[src/rtl/negator_pkg.sv]
// Shared types and helpers for the bit-serial negator.
// No logic; no latency.
// No flow control; constants and a width helper only.
package negator_pkg;

    typedef enum logic [1:0] {
        IDLE  = 2'd0,
        SHIFT = 2'd1,
        DONE  = 2'd2
    } state_e;

    localparam logic MODE_ONES = 1'b0;
    localparam logic MODE_TWOS = 1'b1;

    // Counter must hold the value WIDTH once the last bit is consumed.
    function automatic int cnt_width(input int width);
        return $clog2(width + 1);
    endfunction

endpackage

[src/rtl/negator_bit_cell.sv]
// One-bit serial negation cell: bitwise NOT or copy-through-first-1 then invert.
// Latency: combinational, zero cycles.
// Backpressure: none; the caller steps it once per processed bit.
module negator_bit_cell
    import negator_pkg::*;
(
    input  logic in_bit,
    input  logic mode,
    input  logic seen_one,
    output logic out_bit,
    output logic seen_one_next
);

    always_comb begin
        out_bit       = ~in_bit;
        seen_one_next = seen_one | in_bit;
        if (mode == MODE_TWOS) begin
            out_bit = in_bit ^ seen_one;
        end
    end

endmodule

[src/rtl/negator_seq.sv]
// Bit-serial WIDTH-bit negator (one's or two's complement), LSB first.
// Latency: WIDTH cycles from the start sample to the done pulse.
// Backpressure: start accepted only in IDLE or DONE; start during SHIFT is dropped, not queued.
module negator_seq
    import negator_pkg::*;
#(
    parameter int WIDTH = 8
) (
    input  logic             clk,
    input  logic             rst_n,
    input  logic             start,
    input  logic             mode,
    input  logic [WIDTH-1:0] a,
    output logic             busy,
    output logic             done,
    output logic [WIDTH-1:0] b,
    output logic             ovf
);

    localparam int             CW       = cnt_width(WIDTH);
    localparam logic [CW-1:0]  LAST_BIT = CW'(WIDTH - 1);

    state_e           state_q, state_d;
    logic [CW-1:0]    cnt_q, cnt_d;
    logic [WIDTH-1:0] opnd_q, opnd_d;
    logic [WIDTH-1:0] res_q, res_d;
    logic [WIDTH-1:0] b_q, b_d;
    logic             mode_q, mode_d;
    logic             seen_q, seen_d;
    logic             ovf_q, ovf_d;
    logic             busy_q, busy_d;
    logic             done_q, done_d;

    logic cell_out;
    logic cell_seen_next;

    negator_bit_cell u_cell (
        .in_bit        (opnd_q[0]),
        .mode          (mode_q),
        .seen_one      (seen_q),
        .out_bit       (cell_out),
        .seen_one_next (cell_seen_next)
    );

    always_comb begin
        state_d = state_q;
        cnt_d   = cnt_q;
        opnd_d  = opnd_q;
        res_d   = res_q;
        b_d     = b_q;
        mode_d  = mode_q;
        seen_d  = seen_q;
        ovf_d   = ovf_q;

        case (state_q)
            IDLE, DONE: begin
                if (start) begin
                    opnd_d  = a;
                    mode_d  = mode;
                    cnt_d   = '0;
                    seen_d  = 1'b0;
                    res_d   = '0;
                    state_d = SHIFT;
                end else begin
                    state_d = IDLE;
                end
            end
            SHIFT: begin
                opnd_d = opnd_q >> 1;
                res_d  = {cell_out, res_q[WIDTH-1:1]};
                seen_d = cell_seen_next;
                cnt_d  = cnt_q + CW'(1);
                if (cnt_q == LAST_BIT) begin
                    b_d     = res_d;
                    // Overflow iff the MSB is the first and only 1 seen in two's mode.
                    ovf_d   = (mode_q == MODE_TWOS) && !seen_q && opnd_q[0];
                    state_d = DONE;
                end
            end
            default: state_d = IDLE;
        endcase

        busy_d = (state_d == SHIFT);
        done_d = (state_d == DONE);
    end

    always_ff @(posedge clk or negedge rst_n) begin
        if (!rst_n) begin
            state_q <= IDLE;
            cnt_q   <= '0;
            opnd_q  <= '0;
            res_q   <= '0;
            b_q     <= '0;
            mode_q  <= MODE_ONES;
            seen_q  <= 1'b0;
            ovf_q   <= 1'b0;
            busy_q  <= 1'b0;
            done_q  <= 1'b0;
        end else begin
            state_q <= state_d;
            cnt_q   <= cnt_d;
            opnd_q  <= opnd_d;
            res_q   <= res_d;
            b_q     <= b_d;
            mode_q  <= mode_d;
            seen_q  <= seen_d;
            ovf_q   <= ovf_d;
            busy_q  <= busy_d;
            done_q  <= done_d;
        end
    end

    assign busy = busy_q;
    assign done = done_q;
    assign b    = b_q;
    assign ovf  = ovf_q;

endmodule
[config.mk]
export PLATFORM = sky130hd
export DESIGN_NAME = negator_seq
export DESIGN_NICKNAME = d
export VERILOG_FILES = /design/src/rtl/negator_pkg.sv /design/src/rtl/negator_bit_cell.sv /design/src/rtl/negator_seq.sv
export SDC_FILE = /design/constraint.sdc
export NUM_CORES = 1
export LEC_CHECK = 0
export CAP_MARGIN = 20
export CORE_MARGIN = 1.5
export CORE_UTILIZATION = 35
export DETAILED_ROUTE_END_ITERATION = 8
export PLACE_DENSITY = 0.65
export SYNTH_ARGS = -nofsm -noshare
export SYNTH_HDL_FRONTEND = slang
export SYNTH_SLANG_ARGS = --single-unit
[constraint.sdc]
create_clock -name clk -period 1.5 [get_ports clk]
set_input_delay 0.3 -clock clk [delete_from_list [all_inputs] [get_ports clk]]
set_output_delay 0.3 -clock clk [all_outputs]
set_load 0.03 [all_outputs]
* Word-level counts from Yosys, hierarchy flattened
Cells that the tools add are included.
** Word-level totals
- Bits in registers :: 35
- Input port bits :: 12
** Cells by class
- Add/sub/neg operators :: 1
- Eq/ne operators :: 6
- Muxes and demuxes :: 12
- Bitwise operators :: 3
- Reduce and logical (&&, ||, !) cells :: 9
** Operator list (number)
- $pmux W8 S2 :: 2
- $mux W8 :: 2
- $pmux W4 S2 :: 1
- $reduce_and A2 Y1 :: 3
- $add A4 B1 Y4 const B :: 1
- $eq A2 B1 Y1 const B :: 2
- $eq A2 B2 Y1 const B :: 2
- $eq A4 B3 Y1 const B :: 1
- $mux W4 :: 1
- $pmux W2 S2 :: 1
- $mux W1 :: 3
- $logic_and A1 B1 Y1 :: 2
- $logic_not A2 Y1 :: 1
- $mux W2 :: 1
- $ne A2 B2 Y1 const B :: 1
- $pmux W1 S2 :: 1
- $reduce_bool A2 Y1 :: 1
- $reduce_or A2 Y1 :: 1
- $logic_not A1 Y1 :: 1
- $not A1 Y1 :: 1
- $or A1 B1 Y1 :: 1
- $xor A1 B1 Y1 :: 1

* Longest topological paths before layout
- Depth in word-level cells :: 4
- Depth in mapped cells :: 4

* By module
A second synthesis with hierarchy kept.
** Unflattened totals
- Cells, all modules :: 103
- Area total of the unflattened synthesis :: 1395.1 sq um
** Modules (own cells, without submodules)
- negator_seq :: instances 1, cells an instance 97, area each 1362.6 sq um
- negator_bit_cell :: instances 1, cells an instance 6, area each 32.5 sq um

* Least setup slack after synthesis
No wires, ideal clock.
- Path type :: register -> register
- Start :: reg state_q[1]
- End :: reg b_q[0], in the netlist b[0]
- Library setup time :: 0.125 ns
- Arrival :: 1.331 ns
- Slack :: 0.045 ns
- Cell stages (with the launch flop) :: 5
- Clock period less this slack :: 1.455 ns
- Path through :: dfrtp_1 -> nand2b_1 -> buf_6 -> nor3_4 -> mux2_2
** On the way
- Longest elaborated chain between the ends :: 2
** RTL lines
- start: declaration :: RTL line negator_seq.sv:23 : state_e state_q, state_d;
- start signal: assignment :: RTL line negator_seq.sv:100 : state_q <= state_d;
- $eq A2 B1 Y1 :: RTL line negator_seq.sv:55 : case (state_q)
- $reduce_and A2 Y1 (no line)
- end signal: assignment :: RTL line negator_seq.sv:93 : b_q <= '0;
- end signal: assignment :: RTL line negator_seq.sv:104 : b_q <= b_d;
- end: declaration :: RTL line negator_seq.sv:27 : logic [WIDTH-1:0] b_q, b_d;
No other way between the ends.
A chain may end at the register's enable or synchronous reset.

* Worst setup path after layout
- Start :: reg cnt_q[1]
- End :: reg b_q[3], in the netlist b[3]
** On the way
- Longest elaborated chain between the ends :: 2
** RTL lines
- start: declaration :: RTL line negator_seq.sv:24 : logic [CW-1:0] cnt_q, cnt_d;
- start signal: assignment :: RTL line negator_seq.sv:101 : cnt_q <= cnt_d;
- $eq A4 B3 Y1 :: RTL line negator_seq.sv:73 : if (cnt_q == LAST_BIT) begin
- $reduce_and A2 Y1 (no line)
No other way between the ends.

==> impl_results.md <==
* Status: finished, final reports clean
* DR WL/cell at 14.5 um
* Total global-route track usage at 0.152
* GR Overflow Total at 0
* Clk_lat worst skew at 290 ps
* Power Internal at 2.75 mW
* Placed cell count at 179
* Reg area at 851 um^2
* CP Depth at 5
* CP Class: flip-flop to flip-flop
* Fin crit share at 0.980
* Async S/R FF share, synth at 1.00
* Starting Density at 0.368
* Mapped Area at 0.00137 mm^2
* Via Count at 967
* Hold Crit Class: input port to async pin
* Setup violators final at 0
* FMAX at 0.680 GHz
* Row cnt at 22
* Clock share of power at 0.239
* Yosys warns at 0
* Syn Inst Count at 106
* Pre-antenna DRT Iters at 4
* Io pins at 23
* DIE AREA at 0.00429 mm^2
* Worst R2R Path Depth at 5
* Fraction of final layout cells sized beyond drive strength 1 at 0.229
* Critical path endpoint category: flip-flop
* Sw Share at 0.351
* Setup TNS at 0 ps
* Clk buf depth at 2
* Post-synth EDFFs at 0
* P_leak at 0.892 nW
* CTS tree: built
* Worst reg2reg endpoint: b[3]$_DFFE_PN0P_
* Via density at 5.14
* Layout area overhead at 36.0%
* CP startpoint kind: flip-flop
* Worst clock skew at 7.56 ps
* Area of the multi-input gates at 504 um^2
* Worst Path Max Fanout at 10
* CTS root buf: clkbuf_8
* R2R setup slack at 30 ps
* Synth cell types at 24
* Top delay family on crit path: flip-flops
* RD Place Congestion at 0.736
* Non-Filler Instances at 188
* Crit path from: cnt_q[1]$_DFFE_PN0P_
* RSZ-0062 raised after global routing: true
* Max-cap violation count at 0
* Final nets at 153
* Wire length of the first global-routing pass at 4760 um
* CP required at 1680 ps
* Fill cells at 336
* Post-route ant nets at 0
* Ys flop type: dfrtp_1
* Syn avg cell area at 12.9 um^2
* Die H at 65.5 um
* Initial antenna violation count at 0
* Number of CTS-inserted buffers at 5
* DRT iter0 DRCs at 73
* Total nets after synthesis at 120
* CP peak stage delay at 420 ps
* CP Capture Point: b[3]$_DFFE_PN0P_
* DPL Wire Length at 1890 um
* Net Switching at 1.49 mW
* Drt drc at 0
* Synthesis-stage register bit count at 34
* Worst-path clk slew at 80 ps
* Share of total power in sequential cells at 0.374
* Slew @ Worst Pin at 386 ps
* Max_slew headroom at 0.742
* Util after Layout at 0.500
* Antenna diode count at 0
* Port bufs at 22
* Worst vdd ir at 0.513 mV
* Routed wire length at 2720 um
* Slowest CP cell: dfrtp_1
* Pwr dens at 2280 mW/mm^2
* Largest net degree at the start of global routing at 35
* Worst r2r src: cnt_q[1]$_DFFE_PN0P_
* Tot Pwr at 4.24 mW
* Vias in the first global route at 997
* Critical-path cell list: ha_4 > nand2_4 > nor3_4 > buf_12 > mux2_2
* Buf/Inv on CP at 1
* Cts hold-fix bufs at 0
* Max-slew violations at 0
* Crit path time final at 1470 ps
* Core ar. at 0.00372 mm^2
* Critical Path AT at 1640 ps
* Clk sinks at 34
* Chip width at 65.5 um
* H-tree depth at 2
* Seq/Total Area, Yosys at 0.622
* Count of final hold-check violations at 0
* Logic pwr share at 0.386
==> cells in the final DEF, fill, tap and decap left out, types with 5 or more instances in the layout <==
cell / instances
clkdlybuf4s50_1: 11
dfrtp_1: 34
nand3_1: 6
a22o_1: 10
mux2_2: 10
buf_4: 7
nand2_1: 12
a22oi_1: 6
clkbuf_8: 5
dlygate4sd2_1: 11
==> worst min path at each step <==
stage | startpoint | end | cells after the start
final | rst_n | seen_q$_DFFE_PN0P_ | 2
after global routing | rst_n | seen_q$_DFFE_PN0P_ | 2
after CTS | rst_n | b[7]$_DFFE_PN0P_ | 2
after detailed placement | seen_q$_DFFE_PN0P_ | seen_q$_DFFE_PN0P_ | 1
after global placement | seen_q$_DFFE_PN0P_ | seen_q$_DFFE_PN0P_ | 1
after floorplan | rst_n | b[0]$_DFFE_PN0P_ | 0
==> per-layer routing <==
metal | up-vias | track usage | part of all wire
met5 | - | 0 | 0
met4 | 0 | 0.0703 | 0.022
met3 | 7 | 0.0462 | 0.035
met2 | 17 | 0.250 | 0.50
met1 | 495 | 0.183 | 0.44
li1 | 448 | - | -
==> cell families after synthesis <==
logic type                 after synthesis  synth area share
adders and majority gates                2            0.0183
muxes                                   12            0.0970
buffers and inverters                    7            0.0256
AOI/OAI and AO/OA                       19             0.114
xor gates and xnor gates                 1           0.00641
DFF                                     34             0.622
and+or+nand+nor                         31             0.116
==> sequential cells by signal, indices dropped and copies added, names as in the netlist <==
signal and cells:
b 8, busy 1, cnt_q 4, done 1
mode_q 1, opnd_q 8, ovf 1, res_q 7
seen_q 1, state_q 2
==> metrics by stage <==
step / hold WS [ps] / area, um^2 / setup slack [ps]
4_1_cts: 375 / 1830 / 20.7
2_1_floorplan: 4.41 / 1370 / 44.8
5_1_grt: 399 / 1860 / -41.0
3_3_place_gp: 473 / 1710 / -150
6_report: 378 / 1860 / 30.2
3_5_place_dp: 482 / 1710 / -177
==> Yosys cell counts, types with 2 or more instances <==
library cell / instances / area share
a22o_1: 10 / 0.064
clkbuf_1: 3 / 0.0082
nor3_1: 2 / 0.0073
nand3_1: 6 / 0.022
nor2b_1: 2 / 0.0091
nand2_1: 13 / 0.036
nor2_1: 2 / 0.0055
mux2_2: 10 / 0.082
ha_1: 2 / 0.018
nand2b_1: 2 / 0.0091
mux2i_1: 2 / 0.015
inv_1: 2 / 0.0055
dfrtp_1: 34 / 0.62
a22oi_1: 6 / 0.033
==> timing repair <==
action	4_1_cts	5_1_grt
gates resized for setup	11	5
cloned	0	0
setup buffers	0	1
pin swaps	0	1
endpoints found under the setup margin	11	11
==> area by class of cell <==
| cell class | instances | share of cell area |
|---|---|---|
| Sequential cell | 34 | 0.458 |
| Multi-Input combinational cell | 65 | 0.271 |
| Timing Repair Buffer | 31 | 0.161 |
| Clock buffer | 5 | 0.0370 |
| Clock inverter | 3 | 0.0370 |
| Tap cell | 48 | 0.0323 |
| Inverter | 2 | 0.00404 |
==> power by group through the flow <==
stage	Combinational [mW]	Sequential, mW	Clock (mW)
2_1_floorplan	0.874	1.77	0
3_3_place_gp	1.62	1.56	0
3_5_place_dp	1.68	1.59	0
4_1_cts	1.60	1.58	1.04
5_1_grt	1.80	1.65	1.08
6_report	1.64	1.59	1.02
(Power assumes the default switching activity.)
